File: config.mk
export PLATFORM = sky130hd
export DESIGN_NAME = keyb_ps2_ctrl
export DESIGN_NICKNAME = d
export VERILOG_FILES = /design/src/rtl/keyb_pkg.sv /design/src/rtl/keyb_fifo.sv /design/src/rtl/keyb_ps2_ctrl.sv
export SDC_FILE = /design/constraint.sdc
export NUM_CORES = 1
export LEC_CHECK = 0
export CAP_MARGIN = 40
export CORE_MARGIN = 5
export CORE_UTILIZATION = 47
export CTS_BUF_LIST = sky130_fd_sc_hd__clkbuf_4
export DETAILED_ROUTE_END_ITERATION = 10
export PLACE_DENSITY = 0.66
export SLEW_MARGIN = 30
export SYNTH_ARGS = -nofsm -noshare
export SYNTH_HDL_FRONTEND = slang
export SYNTH_SLANG_ARGS = --single-unit
File: constraint.sdc
create_clock -name CLOCK -period 2.05 [get_ports CLOCK]
set_input_delay 0.41 -clock CLOCK [delete_from_list [all_inputs] [get_ports CLOCK]]
set_output_delay 0.41 -clock CLOCK [all_outputs]
set_load 0.02 [all_outputs]
File: src/rtl/keyb_pkg.sv
// Shared definitions for the PS/2 keyboard controller: frame FSM state
// encoding, frame geometry constants and a parity helper.
package keyb_pkg;

  typedef enum logic [1:0] {
    StIdle,
    StData,
    StParity,
    StStop
  } keyb_state_e;

  localparam int unsigned FRAME_DATA_BITS = 8;
  localparam logic        KEYB_IDLE_LEVEL = 1'b1;

  // PS/2 uses odd parity: the 8 data bits plus the parity bit hold an odd
  // number of ones.
  function automatic logic odd_parity_ok(input logic [7:0] data, input logic par);
    return ^{data, par};
  endfunction

endpackage

File: src/rtl/keyb_fifo.sv
// Scancode FIFO with first-word fall-through head and sticky overflow flag.
// Ports:
//   clk_i, rst_ni   clock, asynchronous active-low reset
//   push_i, data_i  write strobe and byte; dropped (overflow set) when full
//                   unless a pop happens in the same cycle
//   pop_i           read strobe; ignored while empty
//   ovf_clr_i       clears the overflow flag (a coincident new overflow wins)
//   head_o          oldest entry, 0 while empty
//   empty_o, full_o occupancy flags
//   overflow_o      sticky overflow flag
module keyb_fifo
  import keyb_pkg::*;
#(
  parameter int unsigned FIFO_DEPTH = 8,
  parameter int unsigned WIDTH      = 8
) (
  input  logic             clk_i,
  input  logic             rst_ni,
  input  logic             push_i,
  input  logic [WIDTH-1:0] data_i,
  input  logic             pop_i,
  input  logic             ovf_clr_i,
  output logic [WIDTH-1:0] head_o,
  output logic             empty_o,
  output logic             full_o,
  output logic             overflow_o
);

  localparam int unsigned PtrW = $clog2(FIFO_DEPTH);
  localparam int unsigned CntW = PtrW + 1;

  logic [WIDTH-1:0] mem_q [FIFO_DEPTH];
  logic [PtrW-1:0]  rd_ptr_q, wr_ptr_q;
  logic [CntW-1:0]  count_q, count_d;
  logic             ovf_q;
  logic             do_pop, do_push;

  assign empty_o = (count_q == '0);
  assign full_o  = (count_q == CntW'(FIFO_DEPTH));

  assign do_pop  = pop_i & ~empty_o;
  // A pop in the same cycle frees the slot the push needs.
  assign do_push = push_i & (~full_o | do_pop);

  always_comb begin
    count_d = count_q + CntW'(do_push) - CntW'(do_pop);
  end

  always_ff @(posedge clk_i or negedge rst_ni) begin
    if (!rst_ni) begin
      rd_ptr_q <= '0;
      wr_ptr_q <= '0;
      count_q  <= '0;
      ovf_q    <= 1'b0;
      for (int i = 0; i < FIFO_DEPTH; i++) mem_q[i] <= '0;
    end else begin
      count_q <= count_d;
      if (do_push) begin
        mem_q[wr_ptr_q] <= data_i;
        wr_ptr_q        <= wr_ptr_q + PtrW'(1);
      end
      if (do_pop) rd_ptr_q <= rd_ptr_q + PtrW'(1);
      if (push_i & ~do_push) ovf_q <= 1'b1;
      else if (ovf_clr_i)    ovf_q <= 1'b0;
    end
  end

  assign head_o     = empty_o ? '0 : mem_q[rd_ptr_q];
  assign overflow_o = ovf_q;

endmodule

File: src/rtl/keyb_ps2_ctrl.sv
// PS/2 keyboard receiver driving the CPU's IRQ_KEYB line.
// Synchronizes and glitch-filters the PS/2 clock, deframes device-to-host
// frames on filtered clock falling edges and queues scancodes in keyb_fifo.
// Ports:
//   CLOCK, RESET_N     system clock, asynchronous active-low reset
//   PS2_CLK, PS2_DAT   raw asynchronous PS/2 lines
//   RD                 one-cycle pop strobe
//   O_DATA, O_READY    FIFO head (0 when empty) and non-empty flag
//   O_OVERFLOW/OVF_CLR sticky dropped-frame flag and its clear
//   IRQ_KEYB           level interrupt, high while bytes are pending
// Build option: define KEYB_PARITY_CHECK_EN to reject frames with bad odd
// parity; otherwise the parity bit is ignored.
module keyb_ps2_ctrl
  import keyb_pkg::*;
#(
  parameter int unsigned FIFO_DEPTH = 8,
  parameter int unsigned FILTER_LEN = 4,
  parameter int unsigned TIMEOUT    = 2500
) (
  input  logic       CLOCK,
  input  logic       RESET_N,
  input  logic       PS2_CLK,
  input  logic       PS2_DAT,
  input  logic       RD,
  output logic [7:0] O_DATA,
  output logic       O_READY,
  output logic       O_OVERFLOW,
  input  logic       OVF_CLR,
  output logic       IRQ_KEYB
);

  localparam int unsigned FiltW = (FILTER_LEN > 2) ? $clog2(FILTER_LEN) : 1;
  localparam int unsigned ToW   = $clog2(TIMEOUT + 1);
  localparam logic [FiltW-1:0] FiltLast = FiltW'(FILTER_LEN - 1);

  logic [1:0]       clk_sync_q, dat_sync_q;
  logic             filt_q;
  logic [FiltW-1:0] filt_cnt_q;
  logic             fall_event, dat_s;

  // Input conditioning: 2-FF synchronizers, then a run-length filter on the clock.
  always_ff @(posedge CLOCK or negedge RESET_N) begin
    if (!RESET_N) begin
      clk_sync_q <= {2{KEYB_IDLE_LEVEL}};
      dat_sync_q <= {2{KEYB_IDLE_LEVEL}};
      filt_q     <= KEYB_IDLE_LEVEL;
      filt_cnt_q <= '0;
    end else begin
      clk_sync_q <= {clk_sync_q[0], PS2_CLK};
      dat_sync_q <= {dat_sync_q[0], PS2_DAT};
      if (clk_sync_q[1] == filt_q) begin
        filt_cnt_q <= '0;
      end else if (filt_cnt_q == FiltLast) begin
        filt_q     <= clk_sync_q[1];
        filt_cnt_q <= '0;
      end else begin
        filt_cnt_q <= filt_cnt_q + FiltW'(1);
      end
    end
  end

  // High in the cycle whose edge moves the filtered clock from 1 to 0.
  assign fall_event = filt_q & ~clk_sync_q[1] & (filt_cnt_q == FiltLast);
  assign dat_s      = dat_sync_q[1];

  keyb_state_e     state_q, state_d;
  logic [2:0]      bit_cnt_q, bit_cnt_d;
  logic [7:0]      shift_q, shift_d;
  logic            par_q, par_d;
  logic            push_q, push_d;
  logic [ToW-1:0]  to_cnt_q, to_cnt_d;
  logic            timeout, frame_ok;

  assign timeout = (to_cnt_q == ToW'(TIMEOUT));

`ifdef KEYB_PARITY_CHECK_EN
  assign frame_ok = odd_parity_ok(shift_q, par_q);
`else
  logic unused_par;
  assign unused_par = par_q;
  assign frame_ok   = 1'b1;
`endif

  always_comb begin
    state_d   = state_q;
    bit_cnt_d = bit_cnt_q;
    shift_d   = shift_q;
    par_d     = par_q;
    push_d    = 1'b0;
    to_cnt_d  = fall_event ? '0 : (timeout ? to_cnt_q : to_cnt_q + ToW'(1));
    if (timeout && state_q != StIdle) begin
      state_d = StIdle;
    end else if (fall_event) begin
      case (state_q)
        StIdle: begin
          if (!dat_s) begin
            state_d   = StData;
            bit_cnt_d = '0;
          end
        end
        StData: begin
          shift_d   = {dat_s, shift_q[7:1]};
          bit_cnt_d = bit_cnt_q + 3'd1;
          if (bit_cnt_q == 3'(FRAME_DATA_BITS - 1)) state_d = StParity;
        end
        StParity: begin
          par_d   = dat_s;
          state_d = StStop;
        end
        StStop: begin
          push_d  = dat_s & frame_ok;
          state_d = StIdle;
        end
        default: state_d = StIdle;
      endcase
    end
  end

  always_ff @(posedge CLOCK or negedge RESET_N) begin
    if (!RESET_N) begin
      state_q   <= StIdle;
      bit_cnt_q <= '0;
      shift_q   <= '0;
      par_q     <= 1'b0;
      push_q    <= 1'b0;
      to_cnt_q  <= '0;
    end else begin
      state_q   <= state_d;
      bit_cnt_q <= bit_cnt_d;
      shift_q   <= shift_d;
      par_q     <= par_d;
      push_q    <= push_d;
      to_cnt_q  <= to_cnt_d;
    end
  end

  logic fifo_empty, unused_full;

  // shift_q is stable for the push cycle: it only moves on DATA-state falls.
  keyb_fifo #(
    .FIFO_DEPTH(FIFO_DEPTH),
    .WIDTH     (8)
  ) u_fifo (
    .clk_i     (CLOCK),
    .rst_ni    (RESET_N),
    .push_i    (push_q),
    .data_i    (shift_q),
    .pop_i     (RD),
    .ovf_clr_i (OVF_CLR),
    .head_o    (O_DATA),
    .empty_o   (fifo_empty),
    .full_o    (unused_full),
    .overflow_o(O_OVERFLOW)
  );

  assign O_READY  = ~fifo_empty;
  assign IRQ_KEYB = O_READY;

endmodule

==> impl_results.md <==
* Post-synth cell types at 49
* DIE AREA at 0.0130 sq mm
* Row count at 38
* FF-to-FF setup slack at 0.07 ns
* CTS HTree Levels at 3
* CTS tree: built
* DR iter-0 viols at 113
* Mean Syn Cell Area at 14.0 sq um
* Period utilisation layout at 115%
* Final Hold Viols at 0
* Crit start category: register
* DP HPWL at 6.19 mm
* DR vias/cell at 5.39
* Sw power at 1.71 mW
* Share of layout cells above drive strength 1 at 45.0%
* Final min period at 2.36 ns
* First-pass DRT Iterations at 4
* Worst Path Max Fanout at 7
* Min-Delay Endpoint: clk_sync_q[0]$_DFF_PN1_
* P_leak at 2.88 nW
* Worst-path clk slew at 0.16 ns
* Internal power at 3.53 mW
* Post-synth EDFFs at 0
* FMAX at 423 MHz
* Failing checks: setup timing
* Sequential fraction of the synthesis area at 53.3%
* Critical register-to-register path endpoint: u_fifo.mem_q[28]$_DFFE_PN0P_
* Clock Sinks at 108
* Num CTS Buffers at 9
* Top Ports at 17
* Clock Power Share at 20.6%
* Worst-margin pin slew at 0.536 ns
* Yosys warnings at 0
* Grt ovf at 0
* Input/output buffers at 16
* Final Hold Slack at 0.352 ns
* Total power at 5.24 mW
* Post-DRT Antenna Nets at 0
* GPL Wtd Cong at 0.724
* Outcome: finished with violations
* Die H at 114 microns
* Worst Hold Class: in2reg
* Top post-synthesis cells by area: dfrtp_1 51%, mux2_2 16%, mux4_2 7.1%, ha_1 4.4%, dfstp_2 2.6%
* Crit. End Element: output port
* First-pass GRT wire length at 16.1 mm
* Synth top cells by count: 103 x dfrtp_1, 74 x mux2_2, 19 x inv_1, 18 x ha_1, 16 x mux4_2
* Largest net degree at the start of global routing at 42
* Nets at 433
* RSZ-0062 raised after global routing: yes
* Min-delay src: PS2_CLK
* Number of global-route vias before repair at 3150
* Maximum vdd ir drop at 0.708 mV
* Area of the multi-input gates at 0.00231 sq mm
* Antenna Cells at 0
* Power density cells at 879 mW/mm^2
* Syn nets at 388
* Post-synth top area share at 50.7%
* Final Non-Filler Cells at 553
* Worst-Skew Late Latency at 0.46 ns
* Most frequent cell after synthesis: dfrtp_1
* WL final at 9.59 mm
* Register-to-Register Path Depth at 9
* Sequential cell area at 0.00271 sq mm
* Clk root buf: clkbuf_4
* Seq pwr share at 48.1%
* Critical path class: reg2out
* Worst EP arrival at 1.95 ns
* DRC at 0
* Drt wl/cell at 17.3 microns
* Die width at 114 microns
* FFs w/ async S/R, synth at 100%
* Worst reg2reg startpoint: u_fifo.count_q[2]$_DFF_PN0_
* Max_cap viols at 0
* Synthesized flop and latch total at 108
* Area delta synth->final at 17.3%
* Worst endpoint required time at 1.64 ns
* Comb power frac at 31.3%
* Largest area contributor in the netlist: dfrtp_1
* Finished Core Util at 55.5%
* Main synth FF type: dfrtp_1
* Fill cells at 915
* Post-Synthesis Cell Area at 0.00509 sq mm
* Setup ws final at -0.314 ns
* Fin. max-slew vios at 0
* Gr usage total at 16.1%
* Core area at 0.0107 sq mm
* Vias post-DR at 2979
* Cells after DPL at 530
* Net Sw Frac at 32.6%
* Max Buffers Root-to-Sink at 2
* Hold path cells at 1
* Max-slew headroom at 64.3%
* Initial antenna violation count at 0
* Post-Syn Instances at 363
* Finish-stage setup viols at 8
* Clock skew at 0.0238 ns
* Starting density of the core at 47.3%
-- state kept, by name, indices dropped and copies added, names as in the netlist --
signal / count
u_fifo.count_q: 4
bit_cnt_q: 3
shift_q: 8
u_fifo.overflow_o: 1
u_fifo.wr_ptr_q: 3
filt_cnt_q: 2
u_fifo.rd_ptr_q: 3
u_fifo.mem_q: 64
dat_sync_q: 2
to_cnt_q: 12
filt_q: 1
clk_sync_q: 2
state_q: 2
push_q: 1
-- kinds of logic (layout without fill, tap and decap cells) --
group	Yosys count	after routing	share of synthesized area, %
flip-flops	108	108	53.3
multiplexers	93	93	24.1
AND/OR/NAND/NOR	63	63	7.87
buffers and inverters	37	87	3.03
AO/OA/AOI/OAI	31	31	4.87
adder cells (fa/ha/maj)	19	19	4.82
XOR/XNOR	12	12	2.07
-- power groups by stage --
stage	logic [mW]	clock network (mW)	registers (mW)
after detailed placement	1.47	0	2.54
after CTS	1.67	1.13	2.51
after floorplan	0.956	0	2.49
after global placement	1.43	0	2.53
final	1.64	1.08	2.52
after global routing	1.83	1.20	2.55
-- through the flow --
stage | setup slack (ns) | setup TNS (ns) | instance area (sq um)
finish | -0.314 | -2.34 | 5970
global route | -0.439 | -3.20 | 5970
CTS | -0.394 | -3.00 | 5930
detailed placement | -0.257 | -8.55 | 5680
global placement | -0.235 | -8.43 | 5680
floorplan | 0.00236 | 0 | 5100
-- per-layer routing --
layer,global-route usage (%),share of wire (%)
met5,0,0
met4,4.99,1.4
met3,3.93,3.8
met2,26.5,48
met1,21.3,47
-- worst max-delay path, stage by stage, from the launching register on --
cell and delay [ns]:
dfrtp_2 0.44, buf_6 0.18, mux4_2 0.52, a22o_1 0.22, buf_6 0.13
-- worst max-delay path by stage --
stage          cells past startpoint  slack [ns]                           start                     endpoint
2_1_floorplan                     10       0.002     u_fifo.count_q[2]$_DFF_PN0_  u_fifo.count_q[2]$_DFF_PN0_
3_3_place_gp                       6       -0.24     u_fifo.count_q[3]$_DFF_PN0_                    O_DATA[5]
3_5_place_dp                       6       -0.26     u_fifo.count_q[2]$_DFF_PN0_                    O_DATA[5]
4_1_cts                            5       -0.39  u_fifo.rd_ptr_q[0]$_DFFE_PN0P_                    O_DATA[5]
5_1_grt                            4       -0.44  u_fifo.rd_ptr_q[0]$_DFFE_PN0P_                    O_DATA[5]
6_report                           4       -0.31  u_fifo.rd_ptr_q[0]$_DFFE_PN0P_                    O_DATA[5]
-- cell type report --
type	count	share of cell area, %
clock inverter	4	0.839
clock buffer	12	1.51
inverter	19	1.20
timing repair buffer	52	9.33
multi-input combinational	218	38.8
tap	140	2.94
sequential	108	45.4
-- cell usage in the layout, fill, tap and decap left out, types with 2 or more instances in the layout --
cell type / count
mux2i_1: 2
o21ai_0: 4
or3_1: 3
nor3_1: 7
ha_1: 14
nor3b_4: 3
mux4_2: 16
dfstp_2: 5
a22o_1: 10
buf_12: 9
buf_6: 9
nand3_1: 7
a21oi_1: 6
inv_1: 13
clkbuf_4: 12
nand2_4: 2
xnor2_1: 9
nand2_1: 9
buf_4: 25
dfrtp_1: 102
ha_4: 4
clkdlybuf4s15_2: 2
mux2_2: 74
clkdlybuf4s50_1: 5
xor2_1: 3
nor2_1: 13
inv_2: 6
nor2b_1: 3
nand4b_2: 2
-- what timing repair did --
| action | 4_1_cts | 5_1_grt |
|---|---|---|
| gates resized for setup | 64 | 15 |
| cloned | 1 | 0 |
| endpoints found under the setup margin | 12 | 37 |
| hold buffers | 1 | 0 |
| hold endpoints to repair | 34 | 0 |
| pin swaps | 7 | 7 |
| buffers inserted | 4 | 4 |
Note: power is estimated with default switching activity, not from simulation.
